--- src/rtl/spike_encoder_pkg.sv ---
// Shared types and defaults for the pixel-to-spike encoder: coding modes,
// FSM state encoding and the default 16-bit LFSR tap mask.
package spike_encoder_pkg;

   localparam int INPUT_SIZE   = 4;
   localparam int PIXEL_BITS   = 8;
   localparam int SPIKE_WINDOW = 16;

   // Taps for x^16+x^14+x^13+x^11+1 on a shift-left Fibonacci register
   localparam logic [15:0] LFSR_TAPS_16 = 16'hB400;

   typedef enum logic [1:0] {
      ENC_RATE    = 2'd0,
      ENC_STOCH   = 2'd1,
      ENC_LATENCY = 2'd2,
      ENC_RSVD    = 2'd3
   } encode_mode_e;

   typedef enum logic {
      ST_IDLE = 1'b0,
      ST_RUN  = 1'b1
   } enc_state_e;

endpackage

--- src/rtl/spike_encoder_lfsr_gen.sv ---
// Fibonacci LFSR for stochastic coding. o_value is the value the current
// step must use: the (zero-safe) seed on load, else the advanced state.
module lfsr_gen
   import spike_encoder_pkg::*;
#(
   parameter int               WIDTH = 16,
   parameter logic [WIDTH-1:0] TAPS  = WIDTH'(LFSR_TAPS_16)
) (
   input  logic             clk,
   input  logic             rst,
   input  logic             i_load,
   input  logic [WIDTH-1:0] i_seed,
   input  logic             i_advance,
   output logic [WIDTH-1:0] o_value
);

   logic [WIDTH-1:0] r_lfsr;
   logic [WIDTH-1:0] w_seed_eff;
   logic [WIDTH-1:0] w_stepped;

   // An all-zero state would lock the register, so seed 0 maps to 1
   assign w_seed_eff = (i_seed == '0) ? WIDTH'(1) : i_seed;
   assign w_stepped  = {r_lfsr[WIDTH-2:0], ^(r_lfsr & TAPS)};
   assign o_value    = i_load ? w_seed_eff : w_stepped;

   always_ff @(posedge clk) begin
      if (rst) begin
         r_lfsr <= WIDTH'(1);
      end else if (i_load || i_advance) begin
         r_lfsr <= o_value;
      end
   end

endmodule

--- src/rtl/spike_encoder.sv ---
// Multi-channel pixel-to-spike encoder: one frame in, WINDOW spike vectors out
// using rate, stochastic or latency coding. Both sides use valid/ready;
// a transfer happens on a rising edge where valid and ready are both high.
module spike_encoder
   import spike_encoder_pkg::*;
#(
   parameter  int NUM_CH      = INPUT_SIZE,
   parameter  int PIXEL_WIDTH = PIXEL_BITS,
   parameter  int WINDOW      = SPIKE_WINDOW,
   parameter  int LFSR_WIDTH  = 16,
   localparam int STEP_W      = $clog2(WINDOW)
) (
   input  logic                          clk,
   input  logic                          rst,
   input  logic                          load_valid,
   output logic                          load_ready,
   input  logic [NUM_CH*PIXEL_WIDTH-1:0] pixel_data,
   input  logic [1:0]                    mode,
   input  logic [LFSR_WIDTH-1:0]         seed,
   output logic                          spike_valid,
   input  logic                          spike_ready,
   output logic [NUM_CH-1:0]             spikes,
   output logic [STEP_W-1:0]             step_idx,
   output logic                          spike_last,
   output enc_state_e                    o_dbg_state
);

   localparam int LAT_SH = PIXEL_WIDTH - STEP_W;

   enc_state_e       r_state, w_state_nxt;
   encode_mode_e     r_mode, w_tgt_mode;
   logic [STEP_W-1:0] r_step, w_tgt_step;
   logic [NUM_CH-1:0] r_spikes, w_spk;
   logic [LFSR_WIDTH-1:0] w_lfsr;
   logic w_load, w_adv, w_last_hs;

   always_ff @(posedge clk) begin
      if (rst) r_state <= ST_IDLE;
      else     r_state <= w_state_nxt;
   end

   always_comb begin
      w_state_nxt = r_state;
      load_ready  = 1'b0;
      spike_valid = 1'b0;
      w_load      = 1'b0;
      w_adv       = 1'b0;
      w_last_hs   = 1'b0;
      case (r_state)
         ST_IDLE: begin
            load_ready = 1'b1;
            if (load_valid) begin
               w_load      = 1'b1;
               w_state_nxt = ST_RUN;
            end
         end
         ST_RUN: begin
            spike_valid = 1'b1;
            if (spike_ready) begin
               if (r_step == STEP_W'(WINDOW - 1)) begin
                  w_last_hs   = 1'b1;
                  w_state_nxt = ST_IDLE;
               end else begin
                  w_adv = 1'b1;
               end
            end
         end
         default: w_state_nxt = ST_IDLE;
      endcase
   end

   // Spikes are always computed for the step about to be registered
   assign w_tgt_step = w_load ? '0 : r_step + STEP_W'(1);
   assign w_tgt_mode = w_load ? encode_mode_e'(mode) : r_mode;

   lfsr_gen #(.WIDTH(LFSR_WIDTH)) u_lfsr (
      .clk       (clk),
      .rst       (rst),
      .i_load    (w_load),
      .i_seed    (seed),
      .i_advance (w_adv),
      .o_value   (w_lfsr)
   );

   for (genvar c = 0; c < NUM_CH; c++) begin : g_ch
      localparam int ROT = (3 * c) % LFSR_WIDTH;
      logic [PIXEL_WIDTH-1:0] r_pix, r_acc, w_pix, w_acc_base, w_rot;
      logic [PIXEL_WIDTH:0]   w_sum;
      logic [STEP_W-1:0]      w_lat_t;
      logic                   w_bit;

      assign w_pix      = w_load ? pixel_data[c*PIXEL_WIDTH +: PIXEL_WIDTH] : r_pix;
      assign w_acc_base = w_load ? '0 : r_acc;
      assign w_sum      = {1'b0, w_acc_base} + {1'b0, w_pix};
      assign w_rot      = PIXEL_WIDTH'({w_lfsr, w_lfsr} >> ROT);
      // ~pixel is (2^PIXEL_WIDTH-1-pixel): brighter pixels fire earlier
      assign w_lat_t    = STEP_W'(~w_pix >> LAT_SH);

      always_comb begin
         w_bit = 1'b0;
         case (w_tgt_mode)
            ENC_RATE:    w_bit = w_sum[PIXEL_WIDTH];
            ENC_STOCH:   w_bit = (w_pix > w_rot);
            ENC_LATENCY: w_bit = (w_pix != '0) && (w_lat_t == w_tgt_step);
            default:     w_bit = 1'b0;
         endcase
      end

      assign w_spk[c] = w_bit;

      always_ff @(posedge clk) begin
         if (rst) begin
            r_pix <= '0;
            r_acc <= '0;
         end else begin
            if (w_load)          r_pix <= w_pix;
            if (w_load || w_adv) r_acc <= w_sum[PIXEL_WIDTH-1:0];
         end
      end
   end

   always_ff @(posedge clk) begin
      if (rst) begin
         r_step   <= '0;
         r_spikes <= '0;
         r_mode   <= ENC_RATE;
      end else if (w_load || w_adv) begin
         r_step   <= w_tgt_step;
         r_spikes <= w_spk;
         r_mode   <= w_tgt_mode;
      end else if (w_last_hs) begin
         r_step   <= '0;
         r_spikes <= '0;
      end
   end

   assign spikes      = r_spikes;
   assign step_idx    = r_step;
   assign spike_last  = (r_state == ST_RUN) && (r_step == STEP_W'(WINDOW - 1));
   assign o_dbg_state = r_state;

endmodule

--- config.mk ---
export PLATFORM = sky130hd
export DESIGN_NAME = spike_encoder
export DESIGN_NICKNAME = d
export VERILOG_FILES = /design/src/rtl/spike_encoder_pkg.sv /design/src/rtl/spike_encoder_lfsr_gen.sv /design/src/rtl/spike_encoder.sv
export SDC_FILE = /design/constraint.sdc
export NUM_CORES = 1
export LEC_CHECK = 0
export CORE_MARGIN = 5
export CORE_UTILIZATION = 45
export DETAILED_ROUTE_END_ITERATION = 7
export PLACE_DENSITY_LB_ADDON = 0.15
export SLEW_MARGIN = 15
export SYNTH_ARGS = -nofsm -noshare
export SYNTH_HDL_FRONTEND = slang
export SYNTH_SLANG_ARGS = --single-unit
--- constraint.sdc ---
create_clock -name clk -period 3.8 [get_ports clk]
set_input_delay 0.38 -clock clk [delete_from_list [all_inputs] [get_ports clk]]
set_output_delay 0.38 -clock clk [all_outputs]
set_load 0.01 [all_outputs]
== Word-level counts from Yosys, hierarchy flattened ==
Cells that the tools add are included.
W data, S select, Z words.

* Register bits after elaboration: 91
* Output and inout port bits: 12
* Input port bits: 54

* Bitwise gates (word level): 5
* Equal/unequal tests: 7
* Mux-type cells: 31
* $add $sub $neg: 5
* $lt $le $gt $ge: 4
* Reduce and logical (&&, ||, !) cells: 14

{| class="wikitable"
|+ Operator list
! kind !! count
|-
| $mux W8 || 8
|-
| $add A8 B8 Y9 || 4
|-
| $gt A8 B8 Y1 || 4
|-
| $mux W16 || 2
|-
| $not A8 Y8 || 4
|-
| $reduce_bool A8 Y1 || 4
|-
| $eq A4 B4 Y1 || 4
|-
| $logic_not A16 Y1 || 1
|-
| $mux W4 || 4
|-
| $reduce_xor A16 Y1 || 1
|-
| $pmux W1 S3 || 4
|-
| $mux W1 || 11
|-
| $logic_and A1 B1 Y1 || 5
|-
| $add A4 B1 Y4 const B || 1
|-
| $eq A4 B4 Y1 const B || 1
|-
| $eq A2 B1 Y1 const B || 1
|-
| $eq A2 B2 Y1 const B || 1
|-
| $logic_not A2 Y1 || 1
|-
| $mux W2 || 1
|-
| $pmux W1 S2 || 1
|-
| $reduce_bool A2 Y1 || 1
|-
| $logic_or A1 B1 Y1 || 1
|-
| $not A1 Y1 || 1
|}

== Longest topological paths before layout ==
Gate-level depths: netlist of run 1.

* Depth in word-level cells: 8
* Mapped depth: 16
* Depth with buffers taken out: 12

== Modules after synthesis ==
A second synthesis of run 1 with hierarchy kept.

* Cells, all modules: 790
* Area, all modules: 6353.6 sq um

{| class="wikitable"
|+ Modules (own cells, without submodules)
! module !! area an instance (sq um) !! instances !! cells each !! seq. area each (sq um)
|-
| spike_encoder || 5405.2 || 1 || 691 || 1501.4
|-
| lfsr_gen || 948.4 || 1 || 99 || 320.3
|}

== Worst setup path before layout of run 1 ==
OpenSTA, ideal clock, no wires.

* Kind: flip-flop to flip-flop
* Start: register r_state, in the netlist o_dbg_state
* End: register r_spikes[3], in the netlist spikes[3]
* Arrival: 2.961 ns
* Slack: 0.708 ns
* Cell stages (with the launch flop): 17
* Library setup time: 0.131 ns
* Cells stage by stage: dfxtp_1 and2b_4 buf_6 buf_6 buf_4 buf_2 mux2i_1 inv_1 ha_1 inv_1 fa_1 nor2b_1 o31ai_1 a21oi_1 o31ai_1 o311a_1 o31ai_1

* Elaborated cells between the ends (all ways): 21
* Classes of those cells: add/sub (1); order compare (1); eq/ne (3); mux (10); bitwise (1); reduce/logical (5)

{| class="wikitable"
|+ RTL lines
! item !! line !! text
|-
| start: declaration || spike_encoder.sv:30 || <nowiki>enc_state_e r_state, w_state_nxt;</nowiki>
|-
| start signal: assignment || spike_encoder.sv:39 || <nowiki>else r_state <= w_state_nxt;</nowiki>
|-
| $mux W1 * || spike_encoder.sv:49 || <nowiki>case (r_state)</nowiki>
|-
| $mux W8 * || spike_encoder.sv:92 || <nowiki>assign w_pix = w_load ? pixel_data[c*PIXEL_WIDTH +: PIXEL_WIDTH] : r_pix;</nowiki>
|-
| named net g_ch[3].w_pix[0] || spike_encoder.sv:87 || <nowiki>logic [PIXEL_WIDTH-1:0] r_pix, r_acc, w_pix, w_acc_base, w_rot;</nowiki>
|-
| parallel branches: the longest is 2 deep, another holds $add A8 B8 Y9 || n/a ||
|-
| $pmux W1 S3 * || spike_encoder.sv:101 || <nowiki>case (w_tgt_mode)</nowiki>
|-
| $mux W4 * || spike_encoder.sv:127 || <nowiki>end else if (w_load || w_adv) begin</nowiki>
|-
| end signal: assignment || spike_encoder.sv:129 || <nowiki>r_spikes <= w_spk;</nowiki>
|-
| end: declaration || spike_encoder.sv:33 || <nowiki>logic [NUM_CH-1:0] r_spikes, w_spk;</nowiki>
|}

Mark *: on every way through the listed nets, which the timed path passes.
A chain may end at the register's enable or synchronous reset.

== Worst setup path in the final report of run 1 ==
* Start: register r_state, in the netlist o_dbg_state
* End: register r_spikes[1], in the netlist spikes[1]

* Elaborated cells between the ends (all ways): 21
* Classes of those cells: add/sub (1); order compare (1); eq/ne (3); mux (10); bitwise (1); reduce/logical (5)

{| class="wikitable"
|+ RTL lines
! item !! line
|-
| $mux W1 * || spike_encoder.sv:49
|-
| $mux W8 * || spike_encoder.sv:92
|-
| named net g_ch[1].w_pix[0] || spike_encoder.sv:87
|-
| parallel branches: the longest is 2 deep, another holds $add A8 B8 Y9 || n/a
|-
| $pmux W1 S3 * || spike_encoder.sv:101
|-
| $mux W4 * || spike_encoder.sv:127
|}

Marked as above.

==> metrics.cfg, run 1 <==
[power_and_ir_drop]
ir_drop_mv=0.213
p_leak_nw=3.34
total_power_mw=2.82
power.density_nw_per_um2=359

[sta]
fmax_mhz=302
finalSetupViolCount=0
fin_skew_ps=11.2
slew_violations=0
whs_ps=445
worst_pin_slew_ps=1040
slew_headroom=0.301
rsz0062_at_grt=false
fin_crit_sh=0.872
fin_crit_ps=3310
tns_ps=0
hold_viol=0

[final_layout]
final_common_cell=nand2_1
multiInputGateArea_sq_um=4460
post-route-util=0.541
fin_nets=1025
nFillCells=1343
drive_gt1_frac=0.0632
diodes=0
finalInstanceArea_sq_um=7860
final_cell_mix=nand2_1, nor2_1, dfxtp_1, a21oi_1, clkdlybuf4s50_1
syn2layout_area_growth_pct=17.7
seqCellArea_sq_um=1820

[setup_path]
endpoint_kind=flip-flop
startpoint_type=flip-flop
rrSetupSlack_ps=490
crit_type=flip-flop to flip-flop
crit_fanout=20
critPathRequiredTime_ps=3990
endpoint=spikes[1]
critical_path.startpoint=o_dbg_state
rr_startpoint=o_dbg_state
regToRegEndpoint=spikes[1]
worst_r2r_path_depth=13
crit_arrival_ps=3510

[detailed_routing]
drtIter0Drc=443
drc_errors=0
vias_per_cell=5.80
drt_pass1_iterations=5
avgRoutedWirePerCell_microns=17.7
vias=6381
ant_nets=0
drt-total-wl_microns=19500

[placement]
hpwl_microns=14800
post_dp_cell_area_sq_um=7530
place_congestion=0.913
port_buffers=65

[logic_synthesis]
yosys_warnings=0
ys.flop_type=dfxtp_1
syn_area_sq_um=6680
yosys.cell_types.count=68
async_flop_share=0
synth_edf_count=0
synth_cells=862
syn_nets=975
ys_seq_area_frac=0.273
postSynthAreaPerCell_sq_um=7.75
synth_seq_cells=91

[floorplanning]
rows=44
ios=66
die_h_microns=132
start_util=0.460
core_sq_um=14500
die-width_microns=132
die_area_sq_um=17400

[cts]
holdBufCountCts=0
cts_buffer_depth=2
cts_buffers=9
cts_tree=yes
clock_latency_ps=350
cts-root-buf=clkbuf_16
ctsResizeCount=0
path_clk_slew_ps=70
cts_setup_buffers=0
h-tree-depth=3
cts_sinks=91

[grt]
grt_pass1_wl_microns=31000
overflow=0
grt_pass1_vias=5958
grt_max_degree=60
antenna_found_initial=0
grt_usage=0.219

[worst_hold_path]
hold_class=flip-flop to flip-flop

[job]
cap_violations=0

[status]
status=complete, no violations

==> metrics by stage <==
step / setup WS, ps / cells
after floorplan: 708 / 862
after global placement: 314 / 1084
after detailed placement: 271 / 1084
after CTS: 475 / 1100
after global routing: 220 / 1101
final: 486 / 1101
==> state kept, by name, summed over array words and instances (netlist names) <==
name           cells
o_dbg_state        1
step_idx           4
spikes             4
g_ch.r_acc        32
r_mode             2
g_ch.r_pix        32
u_lfsr.r_lfsr     16
==> report_power, final <==
| group | switching, mW | total [mW] | internal (mW) |
|---|---|---|---|
| clock | 0.378 | 0.943 | 0.565 |
| sequential | 0.0583 | 1.08 | 1.02 |
| combinational | 0.449 | 0.800 | 0.350 |
==> routing by layer <==
metal,vias to the layer above,part of all wire,GRT usage
met4,0,0.036,0.103
met1,3005,0.47,0.307
met3,37,0.063,0.0420
met2,186,0.43,0.325
li1,3153,-,-
met5,-,0,0
==> cells in the mapped netlist, types with 4 or more instances <==
cell type / instances / area, sq um
a211o_1: 4 / 35.0
a211oi_1: 27 / 203
a21o_1: 9 / 67.6
a21oi_1: 72 / 360
a221oi_1: 4 / 35.0
a31oi_1: 10 / 62.6
and2_1: 29 / 181
buf_2: 11 / 55.1
buf_4: 7 / 52.6
buf_6: 5 / 56.3
clkbuf_1: 26 / 97.6
dfxtp_1: 91 / 1820
fa_1: 4 / 80.1
ha_1: 55 / 688
inv_1: 36 / 135
mux2i_1: 28 / 280
nand2_1: 133 / 499
nand2b_1: 9 / 56.3
nand3_1: 9 / 45.0
nand4_1: 7 / 43.8
nor2_1: 91 / 342
nor2b_1: 11 / 68.8
nor3_1: 15 / 75.1
nor3b_1: 5 / 37.5
nor4_1: 8 / 50.1
o211ai_1: 13 / 97.6
o21ai_0: 24 / 120
o221ai_1: 4 / 35.0
o31ai_1: 4 / 30.0
o41ai_1: 4 / 35.0
or4_1: 5 / 37.5
xnor2_1: 19 / 166
xor2_1: 24 / 210
==> area by class of cell <==
| class | count | share of cell area |
|---|---|---|
| clock buffers | 15 | 0.0353 |
| clock inverters | 1 | 0.00382 |
| inverters | 36 | 0.0172 |
| flip-flops and latches | 91 | 0.232 |
| well taps | 184 | 0.0293 |
| repair buffers | 91 | 0.115 |
| multi-input cells | 683 | 0.568 |
==> kinds of logic after synthesis <==
logic type / Yosys count / share of synthesized area
mux: 30 / 0.0453
buf+inv: 88 / 0.0611
flops: 91 / 0.273
compound gates: 204 / 0.203
xor+xnor: 44 / 0.0588
simple gates: 345 / 0.243
fa+ha+maj: 60 / 0.117
==> worst min path at each step <==
stage,start,end,slack (ps),cells after the start
detailed placement,g_ch[1].r_acc[2],g_ch[1].r_acc[2],440,2
finish,g_ch[1].r_acc[2],g_ch[1].r_acc[2],450,2
global placement,g_ch[3].r_acc[0],g_ch[3].r_acc[0],430,2
floorplan,g_ch[0].r_acc[0],g_ch[0].r_acc[0],430,2
global route,g_ch[3].r_acc[3],g_ch[3].r_acc[3],460,2
CTS,g_ch[1].r_acc[2],g_ch[1].r_acc[2],450,2
==> critical path, stage by stage, from the launching register on <==
cell      delay, ps
dfxtp_1         470
and2b_4         470
buf_12          210
mux2i_1         250
inv_1            80
ha_1            210
inv_1            70
fa_1            200
nor2b_1          70
o31ai_1         330
a21oi_1         150
nor3_1          330
o311a_1         230
a221oi_2         50
No activity file was read; power rests on OpenSTA's default activity.
==> run 2, diff against run 1 <==
--- a/config.mk
+++ b/config.mk
@@ -5,9 +5,9 @@
 export SDC_FILE = /design/constraint.sdc
 export NUM_CORES = 1
 export LEC_CHECK = 0
-export CORE_MARGIN = 5
 export CORE_UTILIZATION = 45
 export DETAILED_ROUTE_END_ITERATION = 7
+export GPL_ROUTABILITY_DRIVEN = 0
 export PLACE_DENSITY_LB_ADDON = 0.15
 export SLEW_MARGIN = 15
 export SYNTH_ARGS = -nofsm -noshare
==> run 2 against run 1 <==
Against the previous run:
- hold slack better by 1.7 ps
- fmax is 0.54% lower
- sequential cell count unchanged
- register-to-register slack improved by 100 ps
- utilization shrank 0.31 points
- via count rose by 0.27%
- clock skew fell by 3.0 ps
- non-clock buffer count rose by 1
- critical endpoint is now spikes[0]
- largest cell class unchanged
==> metrics.cfg, run 2 (synthesis gave the netlist of run 1 again) <==
[job]
cap_violations=0  ; unchanged

[cts]
holdBufCountCts=0  ; unchanged
clock_latency_ps=350  ; about the same
cts-root-buf=clkbuf_16
ctsResizeCount=0  ; unchanged
path_clk_slew_ps=70  ; about the same
cts_buffers=9  ; unchanged
h-tree-depth=3  ; unchanged
cts_tree=yes
cts_buffer_depth=2  ; unchanged
cts_setup_buffers=0  ; unchanged
cts_sinks=91  ; unchanged

[status]
status=complete, no violations

[sta]
hold_viol=0  ; unchanged
tns_ps=0  ; unchanged
fin_crit_ps=3330  ; +18.1 ps
fin_crit_sh=0.877  ; +0.00478
fin_skew_ps=8.23  ; -3.02 ps
worst_pin_slew_ps=1040  ; -7.22 ps
fmax_mhz=300  ; -0.54%
slew_violations=0  ; unchanged
finalSetupViolCount=0  ; unchanged
slew_headroom=0.306  ; +0.00483
rsz0062_at_grt=false

[detailed_routing]
avgRoutedWirePerCell_microns=17.9  ; +0.80%
drt-total-wl_microns=19700  ; +0.80%
vias=6398  ; +0.27%
drc_errors=0  ; unchanged
ant_nets=0  ; unchanged
drt_pass1_iterations=5  ; unchanged
vias_per_cell=5.81  ; +0.27%
drtIter0Drc=576  ; +30%

[final_layout]
diodes=0  ; unchanged
syn2layout_area_growth_pct=17.0
top_regs=g_ch.r_acc: 32 flops, g_ch.r_pix: 32 flops, u_lfsr.r_lfsr: 16 flops
finalNonFillerCells=1101  ; unchanged
fin_nets=1026  ; +0.098%
final_common_cell=nand2_1
final_cell_mix=nand2_1, nor2_1, dfxtp_1, a21oi_1, clkdlybuf4s50_1
finalInstanceArea_sq_um=7810  ; -0.57%
drive_gt1_frac=0.0654  ; +0.00218

[power_and_ir_drop]
power.density_nw_per_um2=353  ; -1.8%
p_int_mw=1.86  ; -4.1%
ir_drop_mv=0.256  ; +20%
pwr-share-comb=0.290  ; +0.007
switchingPower_mw=0.897  ; +1.3%
clkPwrFrac=0.319  ; -0.015
swShare=0.325  ; +0.0118
p_seq_frac=0.391  ; +0.008
total_power_mw=2.76  ; -2.4%
p_leak_nw=3.32  ; -0.43%

[grt]
grt_pass1_vias=5835  ; -2.1%
grt_usage=0.266  ; +0.0463
overflow=0  ; unchanged
antenna_found_initial=0  ; unchanged
grt_pass1_wl_microns=30700  ; -0.83%
grt_max_degree=47  ; -22%

[placement]
port_buffers=65  ; unchanged
post_dp_cell_area_sq_um=7530  ; about the same
dpl.cell_count=1086  ; +0.18%
hpwl_microns=14800  ; +0.32%

[worst_hold_path]
hold_start=g_ch[1].r_acc[4]
hold_depth=2  ; unchanged
hold_class=flip-flop to flip-flop

[floorplanning]
rows=44  ; unchanged
die-width_microns=124  ; -6.1%
die_h_microns=124  ; -6.1%
core_sq_um=14500  ; unchanged
ios=66  ; unchanged
start_util=0.460  ; unchanged
die_area_sq_um=15300  ; -12%

[setup_path]
rr_startpoint=o_dbg_state
worst_r2r_path_depth=13  ; unchanged
critical_path.startpoint=load_valid
crit_type=input port to flip-flop
crit_fanout=39  ; +95%
endpoint_kind=flip-flop
startpoint_type=input port
crit_arrival_ps=3600  ; +90 ps
critPathRequiredTime_ps=4070  ; +80 ps

-- run 2: worst paths after layout --
path | endpoint | slack (ps)
setup / recovery | spikes[0] | 470
hold / removal | g_ch[1].r_acc[4] | 450
setup reg to reg | spikes[0] | 590
hold reg to reg | g_ch[1].r_acc[4] | 450
-- run 2: layout make-up --
class	instances	area, sq um
fill	1387	6720
multi-input combinational	683	4460
sequential	91	1820
timing repair buffer	92	886
clock buffer	13	270
tap	184	230
inverter	36	135
clock inverter	2	10.0
-- run 2: critical path, stage by stage --
cell	delay [ps]
clkdlybuf4s50_1	480
and2b_4	180
buf_12	230
mux2i_1	220
inv_1	100
ha_1	180
inv_1	60
fa_1	380
nand2b_1	190
a21oi_1	260
nor3_1	100
o21ai_0	360
a21boi_0	190
a221oi_2	250
-- run 2: per-stage QoR --
step / hold slack (ps) / utilization / setup WS, ps
floorplan: 427 / - / 708
global placement: 433 / 0.518 / 229
detailed placement: 441 / 0.518 / 184
CTS: 448 / 0.538 / 542
global route: 464 / 0.538 / 212
finish: 447 / 0.538 / 468
-- run 2: power groups by stage --
stage	Sequential, mW	Clock [mW]	Combinational, mW
4_1_cts	1.08	0.896	0.792
2_1_floorplan	1.07	0	0.552
6_report	1.08	0.879	0.799
3_3_place_gp	1.10	0	0.764
3_5_place_dp	1.10	0	0.785
5_1_grt	1.09	0.926	0.886
-- run 2: routing by layer --
metal  part of all wire  global-route usage
met5                  0                   0
met4              0.029               0.105
met3              0.051              0.0481
met2               0.44               0.406
met1               0.48               0.367
